## src/rtl/spike_tag_queue_if.sv

```systemverilog
// Handshake and status bundle between the spike tag queue, the neuron update
// stage (producer) and the efferent-weight accumulation stage (consumer).
interface spike_tag_queue_if #(
    parameter int TAGBITS  = 6,
    parameter int STEPBITS = 16
);
    logic                spike_valid;
    logic [TAGBITS-1:0]  spike_tag;
    logic                spike_ready;
    logic                step_done;
    logic                req_deq;
    logic                busy;
    logic [TAGBITS-1:0]  fired_tag;
    logic                fifo_empty;
    logic                swap;
    logic                step_ack;
    logic [STEPBITS-1:0] step_count;
    logic                step_err;

    modport slave (
        input  spike_valid, spike_tag, step_done, req_deq, busy,
        output spike_ready, fired_tag, fifo_empty, swap, step_ack, step_count, step_err
    );

    modport master (
        output spike_valid, spike_tag, step_done, req_deq, busy,
        input  spike_ready, fired_tag, fifo_empty, swap, step_ack, step_count, step_err
    );
endinterface

```

## src/rtl/spike_tag_queue.sv

```systemverilog
// Per-timestep queue of fired neuron tags with duplicate suppression and the
// end-of-timestep drain / swap handshake towards the accumulation stage.
module spike_tag_queue #(
    parameter int TAGBITS    = 6,
    parameter int NUMNEURONS = 2 ** TAGBITS,
    parameter int FIFOBITS   = 4,
    parameter int STEPBITS   = 16
) (
    input  logic           clk,
    input  logic           asyn_reset,
    spike_tag_queue_if.slave q
);
    localparam int DEPTH = 2 ** FIFOBITS;

    typedef enum logic [1:0] {
        IDLE      = 2'd0,
        DRAIN     = 2'd1,
        SWAP_REQ  = 2'd2,
        SWAP_WAIT = 2'd3
    } state_t;

    state_t                 state_q, state_d;
    logic [TAGBITS-1:0]     mem_q [DEPTH];
    logic [FIFOBITS-1:0]    wr_ptr_q, wr_ptr_d;
    logic [FIFOBITS-1:0]    rd_ptr_q, rd_ptr_d;
    logic [FIFOBITS:0]      count_q, count_d;
    logic [NUMNEURONS-1:0]  seen_q, seen_d;
    logic [STEPBITS-1:0]    step_count_q, step_count_d;
    logic                   step_err_q, step_err_d;

    logic full, empty, accept_ok, accept, do_wr, do_rd, retire;

    assign full      = (count_q == (FIFOBITS+1)'(DEPTH));
    assign empty     = (count_q == '0);
    assign accept_ok = (state_q == IDLE) || (state_q == DRAIN);

    // Full uses the registered count, so a same-cycle pop never frees a slot early.
    assign accept = q.spike_valid && q.spike_ready;
    assign do_wr  = accept && !seen_q[q.spike_tag];
    assign do_rd  = q.req_deq && !empty;
    assign retire = (state_q == SWAP_WAIT) && !q.busy;

    assign q.spike_ready = !full && accept_ok;
    assign q.fifo_empty  = empty;
    assign q.fired_tag   = mem_q[rd_ptr_q];
    assign q.swap        = (state_q == SWAP_REQ);
    assign q.step_ack    = retire;
    assign q.step_count  = step_count_q;
    assign q.step_err    = step_err_q;

    always_comb begin
        wr_ptr_d = wr_ptr_q;
        rd_ptr_d = rd_ptr_q;
        count_d  = count_q;
        seen_d   = seen_q;
        if (do_wr) begin
            wr_ptr_d             = wr_ptr_q + 1'b1;
            seen_d[q.spike_tag]  = 1'b1;
        end
        if (do_rd)
            rd_ptr_d = rd_ptr_q + 1'b1;
        case ({do_wr, do_rd})
            2'b10:   count_d = count_q + 1'b1;
            2'b01:   count_d = count_q - 1'b1;
            default: count_d = count_q;
        endcase
        // No accepts happen in SWAP_WAIT, so clearing cannot race a set.
        if (retire)
            seen_d = '0;
    end

    always_comb begin
        state_d      = state_q;
        step_count_d = step_count_q;
        step_err_d   = step_err_q;
        if (q.step_done && state_q != IDLE)
            step_err_d = 1'b1;
        case (state_q)
            IDLE: begin
                if (q.step_done)
                    state_d = DRAIN;
            end
            DRAIN: begin
                if (empty && !q.busy && !q.spike_valid)
                    state_d = SWAP_REQ;
            end
            SWAP_REQ: begin
                if (q.busy)
                    state_d = SWAP_WAIT;
            end
            SWAP_WAIT: begin
                if (!q.busy) begin
                    state_d      = IDLE;
                    step_count_d = step_count_q + 1'b1;
                end
            end
            default: state_d = IDLE;
        endcase
    end

    always_ff @(posedge clk) begin
        if (asyn_reset) begin
            state_q      <= IDLE;
            wr_ptr_q     <= '0;
            rd_ptr_q     <= '0;
            count_q      <= '0;
            seen_q       <= '0;
            step_count_q <= '0;
            step_err_q   <= 1'b0;
            for (int i = 0; i < DEPTH; i++)
                mem_q[i] <= '0;
        end else begin
            state_q      <= state_d;
            wr_ptr_q     <= wr_ptr_d;
            rd_ptr_q     <= rd_ptr_d;
            count_q      <= count_d;
            seen_q       <= seen_d;
            step_count_q <= step_count_d;
            step_err_q   <= step_err_d;
            if (do_wr)
                mem_q[wr_ptr_q] <= q.spike_tag;
        end
    end
endmodule

```

## src/flat_wrapper.sv

```systemverilog
// flat-port wrapper written by rule: the top's interface ports become plain ports
module spike_tag_queue_flat 
#(
    parameter int TAGBITS    = 6,
    parameter int NUMNEURONS = 2 ** TAGBITS,
    parameter int FIFOBITS   = 4,
    parameter int STEPBITS   = 16
)
  (clk, asyn_reset, q_spike_valid, q_spike_tag, q_step_done, q_req_deq, q_busy, q_spike_ready, q_fired_tag, q_fifo_empty, q_swap, q_step_ack, q_step_count, q_step_err);
  spike_tag_queue_if #(.TAGBITS(TAGBITS), .STEPBITS(STEPBITS)) q_i ();
  input  logic clk;
  input  logic asyn_reset;
  input wire logic [$bits(q_i.spike_valid)-1:0] q_spike_valid;
  input wire logic [$bits(q_i.spike_tag)-1:0] q_spike_tag;
  input wire logic [$bits(q_i.step_done)-1:0] q_step_done;
  input wire logic [$bits(q_i.req_deq)-1:0] q_req_deq;
  input wire logic [$bits(q_i.busy)-1:0] q_busy;
  output wire logic [$bits(q_i.spike_ready)-1:0] q_spike_ready;
  output wire logic [$bits(q_i.fired_tag)-1:0] q_fired_tag;
  output wire logic [$bits(q_i.fifo_empty)-1:0] q_fifo_empty;
  output wire logic [$bits(q_i.swap)-1:0] q_swap;
  output wire logic [$bits(q_i.step_ack)-1:0] q_step_ack;
  output wire logic [$bits(q_i.step_count)-1:0] q_step_count;
  output wire logic [$bits(q_i.step_err)-1:0] q_step_err;
  assign q_i.spike_valid = q_spike_valid;
  assign q_i.spike_tag = q_spike_tag;
  assign q_i.step_done = q_step_done;
  assign q_i.req_deq = q_req_deq;
  assign q_i.busy = q_busy;
  assign q_spike_ready = q_i.spike_ready;
  assign q_fired_tag = q_i.fired_tag;
  assign q_fifo_empty = q_i.fifo_empty;
  assign q_swap = q_i.swap;
  assign q_step_ack = q_i.step_ack;
  assign q_step_count = q_i.step_count;
  assign q_step_err = q_i.step_err;
  spike_tag_queue #(.TAGBITS(TAGBITS), .NUMNEURONS(NUMNEURONS), .FIFOBITS(FIFOBITS), .STEPBITS(STEPBITS)) u_core (.clk(clk), .asyn_reset(asyn_reset), .q(q_i));
endmodule
```

## config.mk

```make
export PLATFORM = sky130hd
export DESIGN_NAME = spike_tag_queue_flat
export DESIGN_NICKNAME = d
export VERILOG_FILES = /design/src/rtl/spike_tag_queue_if.sv /design/src/rtl/spike_tag_queue.sv /design/src/flat_wrapper.sv
export SDC_FILE = /design/constraint.sdc
export NUM_CORES = 1
export LEC_CHECK = 0
export CAP_MARGIN = 10
export CORE_MARGIN = 2
export CORE_UTILIZATION = 25
export DETAILED_ROUTE_END_ITERATION = 16
export SETUP_SLACK_MARGIN = 0.1
export SYNTH_ARGS = -nofsm -noshare
export SYNTH_HDL_FRONTEND = slang
export SYNTH_SLANG_ARGS = --single-unit
```

## constraint.sdc

```tcl
create_clock -name clk -period 5 [get_ports clk]
set_input_delay 1.5 -clock clk [delete_from_list [all_inputs] [get_ports clk]]
set_output_delay 1.5 -clock clk [all_outputs]
set_load 0.01 [all_outputs]
```

==> impl_metrics.toml <==
[layout]
drive_gt1_share_pct = 16.59
final_cell_mix = "nor2_1, nand2_1, dfxtp_1"
final_area_um2 = 10510
fin_cells = 1329
final_common_cell = "nor2_1"
ff_latch_area_um2 = 4885
n_antenna_cell = 0
fin_nets = 889
multi_input_area_um2 = 3530
area_growth_pct = 20.99
n_fill_cell = 3588

[run_status]
outcome = "finished clean"

[synth]
synthAdderAreaFrac_pct = 2.391
seq_area_frac_synth_pct = 56.24
ys_ff_latch = 196
synth_compound_area_share_pct = 9.608
synth_ff_type = "dfxtp_1"
yosys.area_share.simple_pct = 15.02
synth_top_area_cell = "edfxtp_1"
synth_top_area_share_pct = 33.19
synth_edf_count = 96
avgSynthCellArea_um2 = 10.98
netlist_area_um2 = 8686
synth_nets = 819
synthArstFlopShare_pct = 0
synthCells = 791
synthXorXnorAreaFrac_pct = 2.118
synth_mux_area_share_pct = 11.31
synth_top_family_by_area = "simple AND/OR/NAND/NOR gates"
synthTopCellsByArea = "edfxtp_1, dfxtp_1, mux4_2, nor2_1, nand2_1"
yosysWarnings = 0
synth_cell_types = 55

[sta]
skew_ns = 0.01843
fin_ws_ns = 0.3332
holdWs_ns = 0.4573
period_minus_slack_ns = 4.667
rsz0062_at_grt = "no"
fmax_mhz = 214.3
setup_violations = 0
slew_violations = 0
worst_slew_pin_slew_ns = 0.7023
relSlewSlack_pct = 53.05
hold_viol = 0
finalCritPeriodShare_pct = 93.34

[critical_path]
end_kind = "flip-flop"
path_class = "input port to flip-flop"
crit_required_ns = 5.36
startpoint_type = "input port"
rr_worst_depth = 13
crit_fanout = 13
critPathArrivalTime_ns = 5.02
critPathSlowestCell = "clkdlybuf4s50_1"
path_cells = "clkdlybuf4s50_1, buf_12, buf_4, mux4_2, nor2_1, o311a_1, nand2_1, nor4_4, inv_2, ha_2, fa_2, a21o_1, a21oi_2, xor2_1, or3_1, a21oi_1"
slowest_delay_ns = 0.51

[grt]
grt_max_degree = 55
grt_pass1_vias = 5996
grtUsageTotal_pct = 12.47
grt_pass1_wl_um = 34560
overflow = 0
antenna_found_initial = 0

[power_and_ir_drop]
pwr-share-comb_pct = 26.2
power.leakage_uw = 0.003629
p_switching_uw = 1340
p_sw_share_pct = 30.66
seqPwrFrac_pct = 42.2
max-vdd-ir-drop_uv = 191.9
p_clk_share_pct = 31.6
power_uw = 4370
power_density_nw_per_um2 = 415.9
p_int_uw = 3030

[floorplan]
io_pins = 39
die_x_um = 190.4
core_um2 = 34370
start_util_pct = 25.27
rows = 68
die_area_um2 = 36250
die_h_um = 190.4

[worst_hold_path]
hp-class = "flip-flop to flip-flop"
worstHoldPathCells = 2

[cts]
cts_buffers = 17
cts_buffer_depth = 2
clk_latency_ns = 0.44
cts_tree = "built"
cts_num_sinks = 196
cts_hold_buffers = 0
cts_root_buf = "clkbuf_16"
htreeDepth = 4
clkTransAtPathRegs_ns = 0.08

[placed_design]
gp_congestion = 0.8510
portBuffers = 38
place_area_um2 = 9882
dp_hpwl_um = 15320
dp.cells = 1292
pre_cts_ws_ns = -0.1660

[drt]
drt-total-wl_um = 22370
highest_layer = "met4"
vias = 6191
drt_pass1_iterations = 5
drt_iter0_drc = 612
drc = 0
via_per_inst = 4.658
wl_met3_um = 1239
antenna_left = 0
wire_per_inst_um = 16.83
met2_wirelength_um = 10710
wl_met1_um = 10050

[flow_run]
maxCapViolations = 0
final timing paths:
path | from | to | slack (ns)
max | q_spike_tag[1] | u_core.count_q[4] | 0.33
min | u_core.seen_q[6] | u_core.seen_q[6] | 0.46
max reg2reg | u_core.seen_q[38] | u_core.count_q[4] | 1.78
min reg2reg | u_core.seen_q[6] | u_core.seen_q[6] | 0.46
power by group through the flow:
stage	sequential, uW	clock (uW)	combinational (uW)
after floorplan	1870	0	742
after global placement	1880	0	1130
after detailed placement	1880	0	1140
after CTS	1850	1410	1150
after global routing	1860	1460	1260
final	1840	1380	1150
final cells by class:
type                       count  share of cell area (%)
tap                          455                   5.417
multi-input combinational    527                   33.59
clock buffer                  17                   4.048
clock inverter                15                   1.476
timing repair buffer         102                   8.382
sequential                   196                   46.48
inverter                      17                  0.6072
metal layers:
metal / GRT usage (%) / vias to the layer above
met3: 2.337 / 31
met2: 20.45 / 182
met1: 16.73 / 3030
li1: - / 2948
met4: 3.667 / 0
met5: 0 / -
cells in the mapped netlist, types with 3 or more instances:
library cell / n
or3_1: 6
o21ai_0: 56
xor2_1: 15
mux2i_1: 16
mux2_2: 3
buf_2: 8
and3_1: 5
nand2b_1: 8
ha_1: 15
a32o_1: 12
o22ai_1: 4
nand3_1: 17
a21oi_1: 13
nand4_1: 4
and2_1: 3
nor2b_1: 4
xnor2_1: 6
buf_1: 6
buf_6: 3
edfxtp_1: 96
dfxtp_1: 100
o21bai_1: 16
nand2_1: 102
inv_1: 16
mux4_2: 35
nor2_1: 148
clkbuf_1: 34
o31ai_1: 4
logic make-up (layout without fill, tap and decap cells):
| family | count (synthesis) | after routing |
|---|---|---|
| AO/OA/AOI/OAI | 128 | 128 |
| AND/OR/NAND/NOR | 308 | 308 |
| multiplexers | 54 | 54 |
| flip-flops | 196 | 196 |
| adder cells (fa/ha/maj) | 16 | 16 |
| XOR/XNOR | 21 | 21 |
| buffers and inverters | 68 | 151 |
state kept, by name, indices dropped and copies added (netlist names), named ones only:
name / cells
u_core.mem_q: 96
u_core.seen_q: 64
u_core.q.step_count: 16
u_core.count_q: 5
u_core.rd_ptr_q: 4
u_core.wr_ptr_q: 4
u_core.state_q: 2
u_core.q.step_err: 1
critical path, delay by kind of cell:
kind	cells	cell delay, ns
buf+inv	4	0.86
simple gates	4	0.85
mux	1	0.49
xor+xnor	1	0.09
compound gates	4	0.68
fa+ha+maj	2	0.56
metrics by stage:
stage,setup TNS (ns),util (%)
floorplan,0,-
global placement,-0.1187,28.75
detailed placement,-0.1660,28.75
CTS,0,30.44
global route,0,30.57
finish,0,30.57
what timing repair did:
item / in CTS / in global routing
resized for setup: 0 / 4
buffers inserted: 0 / 5
setup endpoints to repair: 0 / 1
(Power assumes the default switching activity.)
